**config.mk**
```make
export PLATFORM = sky130hd
export DESIGN_NAME = sad_min_tracker
export DESIGN_NICKNAME = d
export VERILOG_FILES = /design/src/rtl/sad_pkg.sv /design/src/rtl/sad_sat_add.sv /design/src/rtl/sad_min_tracker.sv
export SDC_FILE = /design/constraint.sdc
export NUM_CORES = 1
export LEC_CHECK = 0
export ABC_AREA = 1
export CORE_MARGIN = 10
export CORE_UTILIZATION = 56
export DETAILED_ROUTE_END_ITERATION = 16
export PLACE_DENSITY = 0.84
export SYNTH_ARGS = -nofsm -noshare
export SYNTH_HDL_FRONTEND = slang
export SYNTH_SLANG_ARGS = --single-unit
```
**constraint.sdc**
```tcl
create_clock -name Clk -period 2.9 [get_ports Clk]
set_clock_uncertainty 0.15 [all_clocks]
set_input_delay 0.58 -clock Clk [delete_from_list [all_inputs] [get_ports Clk]]
set_output_delay 0.58 -clock Clk [all_outputs]
set_load 0.02 [all_outputs]
```
**src/rtl/sad_pkg.sv**
```systemverilog
// Shared types and constants for the SAD motion-search datapath.
package sad_pkg;
    localparam int SAD_W = 32;
    localparam logic [SAD_W-1:0] SAD_MAX = 32'hFFFFFFFF;

    typedef enum logic [1:0] {
        IDLE    = 2'd0,
        ACCUM   = 2'd1,
        COMPARE = 2'd2,
        DONE    = 2'd3
    } state_t;
endpackage

```
**src/rtl/sad_sat_add.sv**
```systemverilog
// Combinational unsigned adder clamped to SAD_MAX instead of wrapping.
module sad_sat_add
    import sad_pkg::*;
(
    input  logic [SAD_W-1:0] a,
    input  logic [SAD_W-1:0] b,
    output logic [SAD_W-1:0] sum
);
    logic [SAD_W:0] full;

    assign full = {1'b0, a} + {1'b0, b};
    assign sum  = full[SAD_W] ? SAD_MAX : full[SAD_W-1:0];
endmodule

```
**src/rtl/sad_min_tracker.sv**
```systemverilog
// Sums BLOCK_LEN absolute differences per candidate and tracks the minimum
// candidate SAD and its index over NUM_CAND candidates.
module sad_min_tracker
    import sad_pkg::*;
#(
    parameter int BLOCK_LEN = 16,
    parameter int NUM_CAND  = 64,
    parameter int IDX_W     = 16
) (
    input  logic              Clk,
    input  logic              Rst_n,
    input  logic              Start,
    input  logic [SAD_W-1:0]  DiffIn,
    input  logic              DiffValid,
    output logic              DiffReady,
    output logic [SAD_W-1:0]  CandSAD,
    output logic              CandValid,
    output logic [SAD_W-1:0]  BestSAD,
    output logic [IDX_W-1:0]  BestIdx,
    output logic              Done
);
    localparam int CNT_W = (BLOCK_LEN > 1) ? $clog2(BLOCK_LEN) : 1;
    localparam int CID_W = (NUM_CAND > 1) ? $clog2(NUM_CAND) : 1;

    state_t             state, state_nxt;
    logic [SAD_W-1:0]   acc, acc_sum;
    logic [CNT_W-1:0]   ecnt;
    logic [CID_W-1:0]   cidx;
    logic               xfer, last_elem, last_cand, better;

    sad_sat_add u_add (
        .a   (acc),
        .b   (DiffIn),
        .sum (acc_sum)
    );

    assign xfer      = DiffValid && DiffReady;
    assign last_elem = (ecnt == CNT_W'(BLOCK_LEN - 1));
    assign last_cand = (cidx == CID_W'(NUM_CAND - 1));
    // Strict compare: a tie keeps the earlier candidate.
    assign better    = (acc < BestSAD);

    always_ff @(posedge Clk or negedge Rst_n) begin
        if (!Rst_n) state <= IDLE;
        else        state <= state_nxt;
    end

    always_comb begin
        state_nxt = state;
        if (Start) begin
            state_nxt = ACCUM;
        end else begin
            case (state)
                ACCUM:   if (xfer && last_elem) state_nxt = COMPARE;
                COMPARE: state_nxt = last_cand ? DONE : ACCUM;
                default: state_nxt = state;
            endcase
        end
    end

    always_comb begin
        DiffReady = (state == ACCUM);
        Done      = (state == DONE);
    end

    always_ff @(posedge Clk or negedge Rst_n) begin
        if (!Rst_n) begin
            acc       <= '0;
            ecnt      <= '0;
            cidx      <= '0;
            CandSAD   <= '0;
            CandValid <= 1'b0;
            BestSAD   <= SAD_MAX;
            BestIdx   <= '0;
        end else if (Start) begin
            acc       <= '0;
            ecnt      <= '0;
            cidx      <= '0;
            CandValid <= 1'b0;
            BestSAD   <= SAD_MAX;
            BestIdx   <= '0;
        end else begin
            CandValid <= 1'b0;
            case (state)
                ACCUM: begin
                    if (xfer) begin
                        acc  <= acc_sum;
                        ecnt <= ecnt + 1'b1;
                    end
                end
                COMPARE: begin
                    CandSAD   <= acc;
                    CandValid <= 1'b1;
                    if (better) begin
                        BestSAD <= acc;
                        BestIdx <= IDX_W'(cidx);
                    end
                    acc  <= '0;
                    ecnt <= '0;
                    if (!last_cand) cidx <= cidx + 1'b1;
                end
                default: ;
            endcase
        end
    end
endmodule

```
==> results.yml, run 1 <==
run_status:
  outcome: "complete, no violations"
run:
  max-cap-violations: 0
yosys:
  async_flop_share: 1.00
  synthDistinctLibCells: 40
  synthCells: 1190
  synthTopCellsByArea: "dfrtp_1 25%, nand2_1 20%, dfstp_2 10%"
  netlist_top_cells_count: "449 x nand2_1, 186 x inv_1, 83 x dfrtp_1"
  synth_edf_count: 0
  yosys.area.top_type: "dfrtp_1"
  synth_seq_cells: 115
  syn_area_sq_um: 8340
  yosysMostFrequentCell: "nand2_1"
  synth_seq_area_share: 0.350
  synthFlopType: "dfrtp_1"
  syn_avg_cell_area_sq_um: 7.00
  yosysTopAreaCellShare: 0.249
  ys_warn_count: 0
floorplanning:
  core_area_sq_um: 14500
  die-area_sq_um: 20200
  die_w_um: 142
  die_h_um: 142
  std_cell_rows: 44
  initial_utilization: 0.574
  ios: 119
timing:
  post-route-min-period_ns: 2.58
  tightestPinTransition_ns: 0.623
  fmax_ghz: 0.387
  finalSetupViolCount: 0
  slew_headroom: 0.584
  tns_ns: 0
  rsz0062_at_grt: "no"
  whs_ns: 0.327
  drv_slew: 0
  finalHoldViolations: 0
  fin_crit_sh: 0.890
clock_tree:
  htreeDepth: 4
  clkTransAtPathRegs_ns: 0.05
  cts.sinks: 115
  postCtsSetupBuffers: 0
  clk_path_buf_depth: 2
  cts_buffers: 17
  cts_hold_buf: 1
  insertion_delay_ns: 0.42
  cts_resized: 0
  clockRootBuffer: "clkbuf_16"
  cts_tree: "yes"
critical_path:
  cp_common_cell: "nand2_1"
  cpMaxStageDelayCell: "dfstp_2"
  cp-end-kind: "flop"
  crit_required_ns: 3.10
  path_delay_family: "simple AND/OR/NAND/NOR gates"
  slowest_delay_ns: 0.54
  path_cells: "inv_1 > ha_1 > a21oi_1 > nor2_1 > nor3_1 > nand2_1 > nand2_1 > nand2_1 > nand2_2 > nand2_4 > nand2_2 > buf_4 > nand2_1 > nand2_1"
  startpoint_type: "flop"
  critPathBufInv: 2
  arrival_ns: 2.78
  crit_fanout: 17
  crit_type: "flop to flop"
global_routing:
  overflow: 0
  grt_pass1_vias: 7555
  grt_antenna_before_repair: 0
  grt_max_degree: 53
  grt_pass1_wl_mm: 37.5
  grt_usage: 0.227
detailed_routing:
  top_layer_used: "met4"
  wl_met1_mm: 9.80
  wl_per_cell_um: 15.3
  antenna_left: 0
  dr_wl_met2_mm: 11.0
  route.met3.wl_mm: 1.72
  drc_errors: 0
  drt-total-wl_mm: 23.1
  first_pass_iters: 9
  drt_iter0_markers: 577
  vias_per_cell: 5.33
  vias: 8003
pwr:
  max-vdd-ir-drop_v: 0.000381
  power.total_uw: 6960
  power.leakage_uw: 0.00565
  powerDensity_nw_per_um2: 673
finish:
  fillers: 1131
  final_util: 0.711
  fin_area_sq_um: 10300
  multi_input_area_sq_um: 4440
  regArea_sq_um: 2920
  layout-drive-gt1-share: 0.116
  antennaDiodeCount: 0
  nNetsFinal: 1407
  areaGrowthSynthToFinish_pct: 24.0
hold_path:
  min_path_type: "flop to flop"
placement:
  port_buffers: 108
  dp_hpwl_mm: 17.5
  place_area_sq_um: 9600
  gp_congestion: 0.937
-- sequential cells by signal (all words and copies together), names as in the netlist --
signal	cells
BestIdx	6
state	2
CandSAD	32
CandValid	1
cidx	6
ecnt	4
BestSAD	32
acc	32
-- worst paths after layout --
path,start,end,slack [ns],cells past startpoint
min in group asynchronous,Rst_n,CandSAD[10],0.49,2
min,ecnt[3],ecnt[3],0.33,1
min reg2reg,ecnt[3],ecnt[3],0.33,1
max in group asynchronous,Rst_n,BestSAD[30],1.31,3
max reg2reg,BestSAD[5],BestSAD[23],0.32,14
max,BestSAD[5],BestSAD[23],0.32,14
-- area by class of cell --
type                            count  area share
Clock buffer                       19      0.0438
Clock inverter                     13      0.0269
Inverter                          200      0.0726
Multi-Input combinational cell    845       0.430
Sequential cell                   115       0.282
Tap cell                          184      0.0223
Timing Repair Buffer              126       0.123
-- cell families (layout without fill, tap and decap cells) --
family,after synthesis,in the layout,synth area share
and+or+nand+nor,641,641,0.341
buffers and inverters,239,358,0.121
DFF,115,115,0.350
AOI/OAI and AO/OA,113,113,0.0716
adders and majority gates,66,66,0.100
xor gates and xnor gates,15,15,0.0158
other,1,10,0.000450
-- layer usage --
metal  vias up  GRT usage
met5         -          0
met4         0     0.0667
met3        48     0.0494
met2       320      0.376
met1      3717      0.292
li1       3918          -
-- worst register-to-register path, stage by stage (launching register included) --
cell     delay (ns)
dfstp_2        0.54
inv_1          0.05
ha_1           0.31
a21oi_1        0.14
nor2_1         0.06
nor3_1         0.13
nand2_1        0.10
nand2_1        0.06
nand2_1        0.07
nand2_2        0.15
nand2_4        0.20
nand2_2        0.14
buf_4          0.24
nand2_1        0.09
nand2_1        0.09
-- metrics by stage --
| step | setup WS (ns) | std cells |
|---|---|---|
| finish | 0.319 | 1502 |
| global placement | 0.0263 | 1469 |
| floorplan | 0.472 | 1199 |
| CTS | 0.335 | 1502 |
| detailed placement | -0.0188 | 1469 |
| global route | 0.104 | 1502 |
-- power by group --
part	switching, uW	total, uW	internal [uW]
Sequential	249	2090	1840
Combinational	1420	2290	869
Clock	752	2580	1830
-- layout by cell type (no fill, tap or decap), drive strengths merged --
cell / instances
dlygate4sd3: 1
o21bai: 1
nor3: 12
xnor2: 6
clkdlybuf4s50: 107
dfrtp: 83
buf: 18
o21a: 1
ha: 65
nand2: 462
conb: 10
bufinv: 8
clkinvlp: 5
nand3: 88
clkinv: 1
nor2: 55
a22o: 1
and2: 7
o21ai: 68
xor2: 9
and3: 6
clkbuf: 19
a21oi: 40
a31oi: 1
fa: 1
a211oi: 1
inv: 199
nand4: 11
dfstp: 32
(Power assumes the default switching activity.)
==> run 2, diff against run 1 <==
==> constraint.sdc (replaced) <==
create_clock -name Clk -period 2.9 [get_ports Clk]
set_clock_uncertainty 0.15 [all_clocks]
set_input_delay 0.725 -clock Clk [delete_from_list [all_inputs] [get_ports Clk]]
set_output_delay 0.725 -clock Clk [all_outputs]
set_load 0.02 [all_outputs]
==> results.yml, run 2 (synthesis results as in run 1) <==
critical_path:
  path_cells: "clkdlybuf4s50_1 > ha_1 > fa_1 > nand3_1 > nand3_2 > nand2_1 > nand2_1 > nand2_2 > nand2_4 > nand2_2 > nand3_2 > o21ai_1 > o21ai_1"
  crit_fanout: 11
  reg2reg_to: "BestSAD[4]"
  slowest_delay_ns: 0.41
  reg2reg_slack_ns: 0.36
  crit_required_ns: 3.03
  path_delay_family: "simple AND/OR/NAND/NOR gates"
  reg2regPathDepth: 12
  arrival_ns: 2.76
  cpMaxStageDelayCell: "clkdlybuf4s50_1"
  startpoint_type: "input port"
  crit_type: "input port to flop"
  reg2reg_from: "BestSAD[23]"
  critPathBufInv: 1
  cp-end-kind: "flop"
clock_tree:
  cts_resized: 0
  insertion_delay_ns: 0.41
  postCtsSetupBuffers: 0
  cts_buffers: 17
  clkTransAtPathRegs_ns: 0.05
  cts_tree: "yes"
  cts_hold_buf: 0
  htreeDepth: 4
  clk_path_buf_depth: 2
  clockRootBuffer: "clkbuf_16"
  cts.sinks: 115
detailed_routing:
  vias: 7877
  vias_per_cell: 5.17
  first_pass_iters: 6
  drc_errors: 0
  drt_iter0_markers: 513
  wl_per_cell_um: 14.7
  antenna_left: 0
  drt-total-wl_mm: 22.4
global_routing:
  grt_antenna_before_repair: 0
  grt_usage: 0.225
  grt_pass1_vias: 7656
  overflow: 0
  grt_max_degree: 65
  grt_pass1_wl_mm: 36.9
floorplanning:
  ios: 119
  die_w_um: 142
  die-area_sq_um: 20200
  core_area_sq_um: 14500
  die_h_um: 142
  initial_utilization: 0.574
  std_cell_rows: 44
timing:
  drv_slew: 0
  fmax_ghz: 0.379
  post-route-min-period_ns: 2.64
  finalSetupViolCount: 0
  fin_crit_sh: 0.909
  finalHoldViolations: 0
  rsz0062_at_grt: "no"
  timing.final.ws_setup_ns: 0.263
pwr:
  power.leakage_uw: 0.00570
  power.total_uw: 6400
  powerDensity_nw_per_um2: 620
  max-vdd-ir-drop_v: 0.000380
finish:
  final_common_cell: "nand2_1"
  layout-drive-gt1-share: 0.127
  stdcell_count: 1523
  antennaDiodeCount: 0
  top_regs: "BestSAD (32), CandSAD (32), acc (32)"
  areaGrowthSynthToFinish_pct: 23.9
  final_cell_mix: "449 x nand2_1, 186 x inv_1, 107 x clkdlybuf4s50_1"
  fillers: 1169
  nNetsFinal: 1428
run_status:
  outcome: "complete, no violations"
placement:
  gp_congestion: 0.949
  place_ws_ns: -0.125
  port_buffers: 108
  dp.cells: 1491
  dp_hpwl_mm: 17.7
hold_path:
  min_path_type: "input port to asynchronous set/reset pin"
run:
  max-cap-violations: 0
## run 2: cell types whose count changed in the layout (fill, tap and decap cells not counted), sizes merged
cell	delta
dlygate4sd3	-1
clkinv	+4
buf	+22
clkinvlp	-5
bufinv	-7
clkbuf	+8
## run 2: metrics by stage
| stage | area [sq um] | hold WS, ns | setup TNS [ns] | utilization |
|---|---|---|---|---|
| 6_report | 10300 | 0.103 | 0 | 0.710 |
| 5_1_grt | 10300 | 0.131 | 0 | 0.710 |
| 4_1_cts | 10300 | 0.119 | 0 | 0.710 |
| 3_5_place_dp | 9760 | 0.323 | -2.81 | 0.672 |
| 3_3_place_gp | 9760 | 0.300 | -1.56 | 0.672 |
| 2_1_floorplan | 8370 | 0.279 | 0 | - |
## run 2: cell type report
cell class,count,area [sq um],share of cell area
inverter,200,751,0.0727
timing repair buffer,147,1420,0.138
tap,184,230,0.0223
clock inverter,5,50.0,0.00485
clock buffer,27,513,0.0497
multi-input combinational,845,4440,0.430
sequential,115,2920,0.283
## run 2: worst max path at each step
stage | from | slack, ns | depth (start not counted) | end
final | DiffIn[0] | 0.26 | 13 | acc[10]
after detailed placement | DiffIn[0] | -0.13 | 14 | acc[28]
after CTS | DiffIn[0] | 0.27 | 13 | acc[10]
after global placement | DiffIn[0] | -0.07 | 13 | acc[0]
after global routing | DiffIn[0] | 0.12 | 13 | acc[10]
after floorplan | DiffIn[0] | 0.33 | 13 | acc[17]
## run 2: per-layer routing
layer  global-route usage  wire length, um  vias up
met5                    0                0        -
li1                     -                -     3952
met1                0.289             9950     3634
met3               0.0477             1420       35
met4               0.0812              425        0
met2                0.364            10600      256
## run 2: power breakdown
| part | switching [uW] | internal, uW |
|---|---|---|
| Sequential | 246 | 1840 |
| Combinational | 1410 | 939 |
| Clock | 686 | 1280 |
| Total | 2340 | 4060 |
==> run 3, diff against run 2 <==
--- a/config.mk
+++ b/config.mk
@@ -6,6 +6,7 @@
 export NUM_CORES = 1
 export LEC_CHECK = 0
 export ABC_AREA = 1
+export CORE_ASPECT_RATIO = 0.9
 export CORE_MARGIN = 10
 export CORE_UTILIZATION = 56
 export DETAILED_ROUTE_END_ITERATION = 16
==> results.yml, run 3 (synthesis results as in run 1) <==
floorplanning:
  die-area_sq_um: 20200
  core_area_sq_um: 14700
  initial_utilization: 0.569
  die_h_um: 136
  std_cell_rows: 42
  ios: 119
  die_w_um: 149
clock_tree:
  postCtsSetupBuffers: 0
  cts_tree: "yes"
  cts_hold_buf: 0
  insertion_delay_ns: 0.42
  clockRootBuffer: "clkbuf_16"
  clk_path_buf_depth: 2
  cts_resized: 0
  cts_buffers: 17
  htreeDepth: 4
  clkTransAtPathRegs_ns: 0.06
  cts.sinks: 115
finish:
  nNetsFinal: 1431
  final_cell_mix: "449 x nand2_1, 186 x inv_1, 107 x clkdlybuf4s50_1"
  top_regs: "BestSAD (32), CandSAD (32), acc (32)"
  layout-drive-gt1-share: 0.133
  final_util: 0.709
  antennaDiodeCount: 0
  regArea_sq_um: 2920
  multi_input_area_sq_um: 4440
  final_common_cell: "nand2_1"
  fillers: 1168
  areaGrowthSynthToFinish_pct: 24.7
run:
  max-cap-violations: 0
timing:
  drv_slew: 0
  finalSetupViolCount: 0
  whs_ns: 0.0934
  post-route-min-period_ns: 2.63
  fin_crit_sh: 0.907
  rsz0062_at_grt: "no"
  fmax_ghz: 0.380
  finalHoldViolations: 0
critical_path:
  reg2reg_slack_ns: 0.32
  critPathBufInv: 2
  startpoint_type: "input port"
  arrival_ns: 2.78
  cpMaxStageDelayCell: "clkdlybuf4s50_1"
  cp_common_cell: "nand2_1"
  cp-startpoint: "DiffIn[0]"
  slowest_delay_ns: 0.40
  reg2reg_to: "BestSAD[6]"
  crit_required_ns: 3.05
  path_cells: "clkdlybuf4s50_1 > ha_1 > fa_1 > nand3_1 > nand3_2 > nand2_1 > nand2_1 > nand2_2 > nand2_4 > a21oi_4 > buf_12 > nand2_1 > nand2_1 > o21ai_1"
  path_delay_family: "adder cells"
  reg2reg_from: "BestSAD[15]"
  crit_type: "input port to flop"
  crit_fanout: 21
  reg2regPathDepth: 12
  worst-path-stages: 14
  endpoint: "acc[11]"
  cp-end-kind: "flop"
detailed_routing:
  vias: 8025
  first_pass_iters: 5
  vias_per_cell: 5.21
  antenna_left: 0
  drt_iter0_markers: 613
  drt-total-wl_mm: 23.4
  wl_per_cell_um: 15.2
  drc_errors: 0
global_routing:
  grt_pass1_wl_mm: 38.2
  grt_pass1_vias: 7682
  overflow: 0
  grt_antenna_before_repair: 0
  grt_max_degree: 65
  grt_usage: 0.235
hold_path:
  min_path_type: "input port to asynchronous set/reset pin"
pwr:
  power.total_uw: 6520
  max-vdd-ir-drop_v: 0.000429
  powerDensity_nw_per_um2: 627
  power.leakage_uw: 0.00570
run_status:
  outcome: "complete, no violations"
placement:
  dp_hpwl_mm: 18.2
  port_buffers: 108
  gp_congestion: 0.921
run 3: changes by cell type in the layout (fill, tap and decap cells not counted), moves of 2 or more:
cell	before	now
inv_6	0	7
clkbuf_1	5	0
clkbuf_8	5	0
clkinvlp_4	0	5
clkinv_2	4	0
buf_12	4	6
clkinv_4	0	2
run 3: per-stage QoR:
step | setup slack (ns) | setup TNS, ns | cells | instance area, sq um
2_1_floorplan | 0.327 | 0 | 1199 | 8370
3_3_place_gp | -0.0703 | -1.53 | 1508 | 9830
3_5_place_dp | -0.136 | -3.28 | 1508 | 9830
4_1_cts | 0.278 | 0 | 1540 | 10400
5_1_grt | 0.0623 | 0 | 1540 | 10400
6_report | 0.270 | 0 | 1540 | 10400
run 3: final cells by class:
class / count / area share
flip-flops and latches: 115 / 0.281
repair buffers: 150 / 0.141
multi-input cells: 845 / 0.427
clock buffers: 17 / 0.0409
inverters: 200 / 0.0722
clock inverters: 15 / 0.0141
well taps: 198 / 0.0238
run 3: where the power goes:
| part | leakage, uW | switching [uW] | total [uW] | internal (uW) |
|---|---|---|---|---|
| Combinational | 0.00405 | 1440 | 2400 | 960 |
| Clock | 0.000264 | 827 | 2020 | 1200 |
| Sequential | 0.00139 | 258 | 2090 | 1840 |
run 3: worst min path at each step:
| stage | from | endpoint | slack [ns] |
|---|---|---|---|
| 2_1_floorplan | Rst_n | BestIdx[0] | 0.28 |
| 3_3_place_gp | ecnt[3] | ecnt[3] | 0.30 |
| 3_5_place_dp | CandSAD[9] | CandSAD[9] | 0.32 |
| 4_1_cts | Rst_n | CandSAD[4] | 0.10 |
| 5_1_grt | Rst_n | acc[2] | 0.12 |
| 6_report | Rst_n | CandSAD[4] | 0.09 |
run 3: per-layer routing:
metal,share of wire,track usage
met1,0.45,0.315
met2,0.46,0.375
met3,0.071,0.0401
met4,0.021,0.0781
met5,0,0
run 3: worst register-to-register path, cell delays in order, from the launching register on:
cell and delay [ns]:
dfstp_2 0.57, inv_1 0.05, ha_1 0.30, a21oi_1 0.18
o21ai_0 0.16, a21oi_1 0.14, nand2_1 0.10, nand2_2 0.15
nand2_4 0.18, nand2_2 0.11, buf_4 0.24, nand2_1 0.11
nand2_1 0.07
